===== src/rtl/jtframe_dwnld_pack.sv =====
// Packs SPI download bytes into 16-bit masked words and queues them for the
// SDRAM programming port behind a req/ack handshake.
module jtframe_dwnld_pack #(
    parameter int unsigned AW    = 22,
    parameter int unsigned DEPTH = 4
) (
    input  logic          clk,
    input  logic          rst,
    input  logic          downloading,
    input  logic [AW-1:0] ioctl_addr,
    input  logic [7:0]    ioctl_data,
    input  logic          ioctl_wr,
    output logic [AW-2:0] prog_addr,
    output logic [15:0]   prog_data,
    output logic [1:0]    prog_mask,
    output logic          prog_we,
    input  logic          prog_rdy,
    output logic          busy,
    output logic          overflow
);

    localparam int unsigned WAW = AW - 1;
    localparam int unsigned PW  = (DEPTH > 1) ? $clog2(DEPTH) : 1;
    localparam int unsigned CW  = PW + 1;

    typedef struct packed {
        logic [WAW-1:0] addr;
        logic [15:0]    data;
        logic [1:0]     mask;
    } word_t;

    typedef enum logic {ST_EMPTY, ST_HALF} state_t;

    localparam word_t IDLE_WORD = '{addr: '0, data: '0, mask: 2'b11};

    state_t         r_state, w_state_nx;
    logic [WAW-1:0] r_hold_addr;
    logic [7:0]     r_hold_data;
    logic           r_skid_vld;
    word_t          r_skid;
    word_t          r_mem [DEPTH];
    logic [PW-1:0]  r_wp, r_rp;
    logic [CW-1:0]  r_cnt;
    logic           r_ovf;
    logic           r_dl_q;

    logic           w_acc, w_odd, w_same;
    logic [WAW-1:0] w_waddr;
    word_t          w_in, w_hold, w_merged;
    logic           w_p_vld, w_s_vld, w_hold_ld;
    word_t          w_p, w_s;
    logic           w_push, w_skid_nx_vld;
    word_t          w_push_word, w_skid_nx;
    logic           w_pop, w_full, w_wr;

    assign w_acc   = downloading && ioctl_wr;
    assign w_odd   = ioctl_addr[0];
    assign w_waddr = ioctl_addr[AW-1:1];
    assign w_same  = (w_waddr == r_hold_addr);

    always_comb begin
        w_in.addr     = w_waddr;
        w_in.data     = w_odd ? {ioctl_data, 8'h00} : {8'h00, ioctl_data};
        w_in.mask     = w_odd ? 2'b01 : 2'b10;
        w_hold.addr   = r_hold_addr;
        w_hold.data   = {8'h00, r_hold_data};
        w_hold.mask   = 2'b10;
        w_merged.addr = r_hold_addr;
        w_merged.data = {ioctl_data, r_hold_data};
        w_merged.mask = 2'b00;
    end

    // Pairing FSM: decides what to push this cycle and what spills to the skid
    always_comb begin
        w_state_nx = r_state;
        w_p_vld    = 1'b0;
        w_p        = IDLE_WORD;
        w_s_vld    = 1'b0;
        w_s        = IDLE_WORD;
        w_hold_ld  = 1'b0;
        case (r_state)
            ST_EMPTY: begin
                if (w_acc) begin
                    if (w_odd) begin
                        w_p_vld = 1'b1;
                        w_p     = w_in;
                    end else begin
                        w_hold_ld  = 1'b1;
                        w_state_nx = ST_HALF;
                    end
                end
            end
            ST_HALF: begin
                if (w_acc) begin
                    w_p_vld = 1'b1;
                    if (w_odd && w_same) begin
                        w_p        = w_merged;
                        w_state_nx = ST_EMPTY;
                    end else begin
                        w_p = w_hold;
                        if (!w_odd) begin
                            w_hold_ld = 1'b1;
                        end else begin
                            w_s_vld    = 1'b1;
                            w_s        = w_in;
                            w_state_nx = ST_EMPTY;
                        end
                    end
                end else if (!downloading) begin
                    w_p_vld    = 1'b1;
                    w_p        = w_hold;
                    w_state_nx = ST_EMPTY;
                end
            end
            default: w_state_nx = ST_EMPTY;
        endcase
    end

    // A pending skid word always goes first; the fresh push takes its place
    always_comb begin
        if (r_skid_vld) begin
            w_push        = 1'b1;
            w_push_word   = r_skid;
            w_skid_nx_vld = w_p_vld;
            w_skid_nx     = w_p;
        end else begin
            w_push        = w_p_vld;
            w_push_word   = w_p;
            w_skid_nx_vld = w_s_vld;
            w_skid_nx     = w_s;
        end
    end

    assign w_pop  = (r_cnt != '0) && prog_rdy;
    assign w_full = (r_cnt == CW'(DEPTH));
    assign w_wr   = w_push && (!w_full || w_pop);

    always_ff @(posedge clk) begin
        if (rst) begin
            r_state <= ST_EMPTY;
        end else begin
            r_state <= w_state_nx;
        end
    end

    always_ff @(posedge clk) begin
        if (rst) begin
            r_hold_addr <= '0;
            r_hold_data <= '0;
            r_skid_vld  <= 1'b0;
            r_skid      <= IDLE_WORD;
            r_ovf       <= 1'b0;
            r_dl_q      <= 1'b0;
        end else begin
            if (w_hold_ld) begin
                r_hold_addr <= w_waddr;
                r_hold_data <= ioctl_data;
            end
            r_skid_vld <= w_skid_nx_vld;
            r_skid     <= w_skid_nx;
            r_dl_q     <= downloading;
            if (downloading && !r_dl_q) r_ovf <= 1'b0;
            if (w_push && w_full && !w_pop) r_ovf <= 1'b1;
        end
    end

    // Word FIFO; a write into a full FIFO is legal when the head pops this cycle
    always_ff @(posedge clk) begin
        if (rst) begin
            for (int i = 0; i < int'(DEPTH); i++) r_mem[i] <= IDLE_WORD;
            r_wp  <= '0;
            r_rp  <= '0;
            r_cnt <= '0;
        end else begin
            if (w_wr) begin
                r_mem[r_wp] <= w_push_word;
                r_wp        <= r_wp + PW'(1);
            end
            if (w_pop) r_rp <= r_rp + PW'(1);
            case ({w_wr, w_pop})
                2'b10:   r_cnt <= r_cnt + CW'(1);
                2'b01:   r_cnt <= r_cnt - CW'(1);
                default: r_cnt <= r_cnt;
            endcase
        end
    end

    assign prog_we   = (r_cnt != '0);
    assign prog_addr = r_mem[r_rp].addr;
    assign prog_data = r_mem[r_rp].data;
    assign prog_mask = r_mem[r_rp].mask;
    assign overflow  = r_ovf;
    assign busy      = downloading || (r_state == ST_HALF) || r_skid_vld || prog_we;

endmodule


===== config.mk =====
export PLATFORM = sky130hd
export DESIGN_NAME = jtframe_dwnld_pack
export DESIGN_NICKNAME = d
export VERILOG_FILES = /design/src/rtl/jtframe_dwnld_pack.sv
export SDC_FILE = /design/constraint.sdc
export NUM_CORES = 1
export LEC_CHECK = 0
export ABC_CLOCK_PERIOD_IN_PS = 4400
export CAP_MARGIN = 20
export CELL_PAD_IN_SITES_DETAIL_PLACEMENT = 0
export CELL_PAD_IN_SITES_GLOBAL_PLACEMENT = 1
export CORE_MARGIN = 8
export CORE_UTILIZATION = 30
export CTS_BUF_LIST = sky130_fd_sc_hd__clkbuf_4 sky130_fd_sc_hd__clkbuf_8
export DETAILED_ROUTE_END_ITERATION = 8
export PLACE_DENSITY = 0.57
export SKIP_CTS_REPAIR_TIMING = 1
export SYNTH_ARGS = -nofsm -noshare
export SYNTH_HDL_FRONTEND = slang
export SYNTH_SLANG_ARGS = --single-unit

===== constraint.sdc =====
create_clock -name clk -period 4.4 [get_ports clk]
set_input_delay 0.88 -clock clk [delete_from_list [all_inputs] [get_ports clk]]
set_output_delay 0.88 -clock clk [all_outputs]
set_load 0.02 [all_outputs]

* After elaboration in Yosys (flattened, before gate mapping)
Memory sizes are Yosys's and may differ from the RTL's. A register that Yosys moved wholly into a read port is not among the register bits.
Cells that the tools add are included.
Widths: inputs -> output; s select.
** Word-level totals
- Input bits :: 35
- Word-level logic and storage cells :: 82
- Output and inout port bits :: 42
- Flip-flop bits (word level) :: 79
- RAM bits :: 156
- Memories :: 1
** Cells by class
- Bitwise operators :: 1
- Add/sub/neg operators :: 4
- Reductions and logical operators :: 18
- Multiplexer cells :: 42
- Equal/unequal tests :: 4
** Memory list
- r_mem :: words 4, width 39, read ports 1, clocked after Yosys merged registers in 1, write ports 4, RTL line 41 : word_t r_mem [DEPTH];
** Operators with widths (count)
- $mux 39 :: 10
- $pmux 39 s2 :: 1
- $reduce_or 39->1 :: 1
- $mux 1 :: 23
- $eq 21x21->1 :: 1
- $mux 18 :: 1
- $logic_and 1x1->1 :: 7
- $mux 2 :: 3
- $pmux 1 s2 :: 3
- $pmux 3 s2 :: 1
- $add 2x1->2 const B :: 2
- $logic_or 1x1->1 :: 4
- $reduce_bool 2->1 :: 2
- $add 3x1->3 const B :: 1
- $eq 3x3->1 const B :: 1
- $logic_not 1->1 :: 3
- $reduce_bool 3->1 :: 1
- $sub 3x1->3 const B :: 1
- $eq 2x1->1 const B :: 1
- $eq 2x2->1 const B :: 1
- $not 1->1 :: 1

* Depth between registers and ports, before layout
- Depth after elaboration :: 10
- Mapped depth :: 9
- Gate-level depth less buffers :: 8

* Worst setup path before layout
No wires, ideal clock.
- Path type :: input to register
- Start point :: input port ioctl_wr
- End point :: memory r_mem[3][0] in the netlist's numbering (enable)
- Library setup time :: 0.489 ns
- Buffers on the path :: 1
- Data required time :: 3.911 ns
- Arrival :: 4.118 ns
- Path slack :: -0.207 ns
- Stages on the path :: 5
- Cell sequence :: nand2b_1 > buf_4 > a21o_4 > nand3_1 > o21ai_0
** RTL lines
- start: declaration :: RTL line 12 : input logic ioctl_wr,
- end: declaration :: RTL line 41

==> results.md <==
- Of the cells placed in the final design, the portion with a size suffix greater than 1 is 18.89%.
- The relative area change from synthesis to final layout is 20.10%.
- In this run, synthesis inferred 156 flip-flops with an integrated enable.
- The sort of element at the start of the critical path is a flop.
- The leakage dissipation is 4.298 nW.
- For the worst setup path, the data arrival time is 2720 ps.
- The logic gate share of total power is 20.6%.
- STA classifies the critical path endpoint as an output pin.
- The setup slack on the worst flop-to-flop path is 1900 ps.
- The pin slew with the least headroom to its limit is 1043 ps.
- On the worst path, the slowest cell contributes a delay of 680 ps.
- After layout, the worst path uses 81.88% of the clock period.
- The area of the multi-input gates is 0.003862 mm^2.
- The cell total after placement is 1348.
- The cell count after synthesis came out at 862.
- The type of the most critical hold path is flop to flop.
- The maximum number of pins on one net before global-route repair is 74.
- The max capacitance violation total is 0.
- The total power per unit cell area is 463.6 mW/mm^2.
- Sorting the synthesized cells by area gives the leading types as sky130_fd_sc_hd__edfxtp_1 45%, sky130_fd_sc_hd__dfxtp_1 15%, sky130_fd_sc_hd__mux4_2 8.3%.
- The slowest stage cell on the critical path is sky130_fd_sc_hd__dfxtp_2.
- The number of register bits inferred by synthesis is 237.
- IR analysis of the VDD net gives a maximum drop of 302.5 uV.
- The commonest register cell after synthesis is sky130_fd_sc_hd__edfxtp_1.
- The number of nets produced by synthesis is 898.
- The count of endpoints failing hold in the final timing report is 0.
- The number of buffers on the longest clock path is 3.
- The worst hold path depth is 2.
- The flow ran to the end, and the final reports show no timing, DRC or antenna violations.
- At the end of routability-driven placement, the weighted congestion stood at 0.7255.
- The most used standard cell by instance count after synthesis is sky130_fd_sc_hd__nor2_1.
- The number of vias after detailed routing is 7031.
- Traced cell by cell, the critical path runs through buf_12 -> mux4_2 -> clkdlybuf4s50_1.
- The detailed-route DRC error count is 0.
- The critical path class is flop to output pin.
- Grouping stages by cell kind, the critical path spends the most delay in buffers and inverters.
- Based on the critical path, the design can be clocked at up to 277.6 MHz.
- Summing every instance area after synthesis gives 0.01053 mm^2.
- Setup total negative slack on the finished layout was measured at 0 ps.
- The clock buffer count from CTS is 43.
- The filler cell count is 3440.
- The biggest area consumer among synthesized cells is sky130_fd_sc_hd__edfxtp_1.
- The mean instance size in the synthesized netlist is 12.21 um^2.
- The worst endpoint required time is 3520 ps.
- The port buffer count is 76.
- The critical path contains buffers and inverters numbering 2 combined.
- The via density per instance is 4.934.
- Net switching is 27.67% of the power.
- Setup repair after global routing left no endpoint under its margin.
- The floorplan step set the die height to 203.3 um.
- The first global-routing pass estimated 45270 um of wire.
- The net count of the finished layout is 974.
- CTS saw 237 sinks.
- Across the whole layout, storage elements account for 0.006311 mm^2.
- The launch instance of the worst min-delay path is r_hold_data[0]$_SDFFE_PP0P_.
- After detailed routing, the total wire length is 29190 um.
- Internal power comes to 4.239 mW.
- The critical path depth is 3.
- The number of rows created at floorplan is 68.
- The global routing usage summed across all routing layers is 14.05%.
- The violation count after the first detailed-routing iteration is 503.
- Clock-pin slew was measured on the worst setup and hold paths at 50 ps.
- The total net switching power is 1.622 mW.
- For hold timing, the worst endpoint is r_hold_data[0]$_SDFFE_PP0P_.
- The number of antenna violations at the first check in global routing is 1.
- The starting density of the core is 30.47%.
- The die covers 0.04134 mm^2.
- After synthesis, the largest area contributor takes up 44.50% of total cell area.
- Counting cells, the worst reg-to-reg path comes to 6.
- Sequential cells burn 43.8% of the power.
- The minimum period implied by the final worst setup slack is 3603 ps.
- The number of routed nets with antenna violations is 0.
- The portion of total power attributed to the clock network is 35.6%.
- For this run, asynchronously set or reset flops after synthesis account for 0%.
- The clock tree synthesis step divided the H-tree into 2 levels.
- The number of pins with negative max-slew slack in the final report is 0.
- The width of the die is 203.3 um.
- For the worst-skew pair, the clock arrives at the later sink with an insertion delay of 550 ps.
- The final-report setup violation count is 0.
- The number of cells in the finished layout apart from fillers is 1425.
- The wire length per cell is 20.49 um.
- The first-pass iteration count of the detailed router is 5.
- The area of the placeable core is 0.03454 mm^2.
- The setup skew after layout is 21.34 ps.
- The tree is rooted in a sky130_fd_sc_hd__clkbuf_8.
- The overall overflow remaining after global route is 0.
- The number of global-route vias before repair was 7270.
- The detailed placement HPWL is 17950 um.
- The sequential-to-total area share from yosys stat is 59.91%.
- In this run the worst path has a maximum fanout of 27.
- The number of primary I/O pins is 77.
- The CTS tree is yes.
- In this run the critical register-to-register path is launched from r_state$_SDFF_PP0_.
- Headroom to the max-slew limit came out at 30.44%.
- The number of unique standard cell types used by synthesis is 51.
- Yosys printed 0 warnings.
- In the synthesized netlist, the cells that appear most often are 161 x sky130_fd_sc_hd__nor2_1, 156 x sky130_fd_sc_hd__edfxtp_1, 81 x sky130_fd_sc_hd__dfxtp_1.
- The worst register-to-register path ends at r_mem[0][15]$_SDFFCE_PN0P_.
==> worst max-delay path by stage <==
stage	end	startpoint	slack (ps)
global route	prog_addr[17]	flop	620
finish	prog_addr[17]	flop	800
global placement	r_mem[0][5]$_SDFFCE_PN0P_	ioctl_addr[0]	720
detailed placement	r_mem[0][3]$_SDFFCE_PN0P_	downloading	680
CTS	prog_addr[0]	flop	700
floorplan	r_mem[3][0]$_DFFE_PP_	ioctl_wr	850
==> cells in the final DEF, fill, tap and decap left out, types with 2 or more instances in the layout <==
cell type / synthesis / routed
sky130_fd_sc_hd__clkbuf_4: 0 / 20
sky130_fd_sc_hd__clkbuf_8: 0 / 46
sky130_fd_sc_hd__clkinv_2: 0 / 2
sky130_fd_sc_hd__nand2_1: 73 / 70
sky130_fd_sc_hd__nor2_4: 9 / 9
sky130_fd_sc_hd__nor2_1: 161 / 159
sky130_fd_sc_hd__a21boi_0: 8 / 8
sky130_fd_sc_hd__o21ai_0: 8 / 7
sky130_fd_sc_hd__nor3_1: 3 / 3
sky130_fd_sc_hd__clkinv_1: 0 / 5
sky130_fd_sc_hd__a41oi_1: 8 / 8
sky130_fd_sc_hd__or3_1: 3 / 2
sky130_fd_sc_hd__a32o_1: 29 / 29
sky130_fd_sc_hd__xnor2_1: 21 / 21
sky130_fd_sc_hd__nor2_2: 10 / 12
sky130_fd_sc_hd__mux4_2: 39 / 39
sky130_fd_sc_hd__and2_1: 9 / 9
sky130_fd_sc_hd__inv_1: 16 / 16
sky130_fd_sc_hd__buf_12: 0 / 3
sky130_fd_sc_hd__nand4_1: 4 / 4
sky130_fd_sc_hd__clkdlybuf4s50_1: 0 / 76
sky130_fd_sc_hd__dfxtp_1: 81 / 77
sky130_fd_sc_hd__nand2_2: 0 / 3
sky130_fd_sc_hd__nand2b_1: 2 / 2
sky130_fd_sc_hd__nor2b_1: 9 / 9
sky130_fd_sc_hd__a41o_1: 21 / 21
sky130_fd_sc_hd__nand3_1: 3 / 3
sky130_fd_sc_hd__a32oi_1: 30 / 30
sky130_fd_sc_hd__edfxtp_1: 156 / 156
sky130_fd_sc_hd__nor4_2: 1 / 2
sky130_fd_sc_hd__dfxtp_2: 0 / 4
sky130_fd_sc_hd__a21oi_1: 53 / 53
sky130_fd_sc_hd__or2_2: 12 / 12
sky130_fd_sc_hd__xor2_1: 5 / 5
sky130_fd_sc_hd__buf_4: 2 / 21
==> sequential cells by signal (all words and copies together), names as in the netlist, named ones only <==
register     cells
r_mem          156
r_skid          39
r_hold_addr     21
r_hold_data      8
r_cnt            3
r_rp             2
r_wp             2
overflow         1
r_dl_q           1
r_skid_vld       1
r_state          1
==> worst register-to-register path, cell delays in order, from the launching register on <==
cell	delay [ps]
sky130_fd_sc_hd__dfxtp_2	340
sky130_fd_sc_hd__a21o_1	160
sky130_fd_sc_hd__a21o_4	170
sky130_fd_sc_hd__nand3_4	260
sky130_fd_sc_hd__or3_2	540
sky130_fd_sc_hd__nand2_2	440
sky130_fd_sc_hd__buf_12	270
==> metal layers <==
metal / share of wire, % / GRT usage [%] / vias up / wire [um]
met4: 1.1 / 3.367 / 0 / 315
met2: 46 / 21.99 / 156 / 13570
met3: 4.7 / 2.729 / 26 / 1381
li1: - / - / 3372 / -
met1: 48 / 19.83 / 3477 / 13930
met5: 0 / 0 / - / 0
==> final cells by class <==
type / instances / area share, %
Tap cell: 455 / 4.503
Antenna cell: 1 / 0.01979
Timing Repair Buffer: 100 / 7.740
Clock inverter: 10 / 0.5938
Clock buffer: 66 / 6.196
Sequential cell: 237 / 49.92
Multi-Input combinational cell: 540 / 30.55
Inverter: 16 / 0.4751
==> through the flow <==
| step | cell area, um^2 | hold WS (ps) | utilization, % | worst slack, ps | power [mW] |
|---|---|---|---|---|---|
| after floorplan | 10530 | 440.2 | - | 845.0 | 3.326 |
| after CTS | 12640 | 473.5 | 36.59 | 697.2 | 5.960 |
| final | 12640 | 472.5 | 36.60 | 797.1 | 5.862 |
| after detailed placement | 11780 | 461.4 | 34.11 | 678.9 | 3.855 |
| after global routing | 12640 | 509.6 | 36.60 | 617.9 | 6.136 |
| after global placement | 11780 | 455.8 | 34.11 | 720.2 | 3.854 |
==> power by group through the flow <==
stage | Sequential, mW | Clock [mW] | Combinational, mW
floorplan | 2.56 | 0 | 0.770
global placement | 2.62 | 0 | 1.24
detailed placement | 2.62 | 0 | 1.24
CTS | 2.57 | 2.15 | 1.24
global route | 2.58 | 2.26 | 1.29
finish | 2.57 | 2.09 | 1.21
==> cell families (layout without fill, tap and decap cells) <==
group,count (synthesis),after routing,synth area share [%]
AOI/OAI and AO/OA,168,168,12.37
other,0,1,0
buffers and inverters,85,192,3.697
DFF,237,237,59.91
and+or+nand+nor,305,305,13.23
adders and majority gates,1,1,0.1902
muxes,40,40,8.439
xor gates and xnor gates,26,26,2.163
Power figures use the tool's default switching activity.
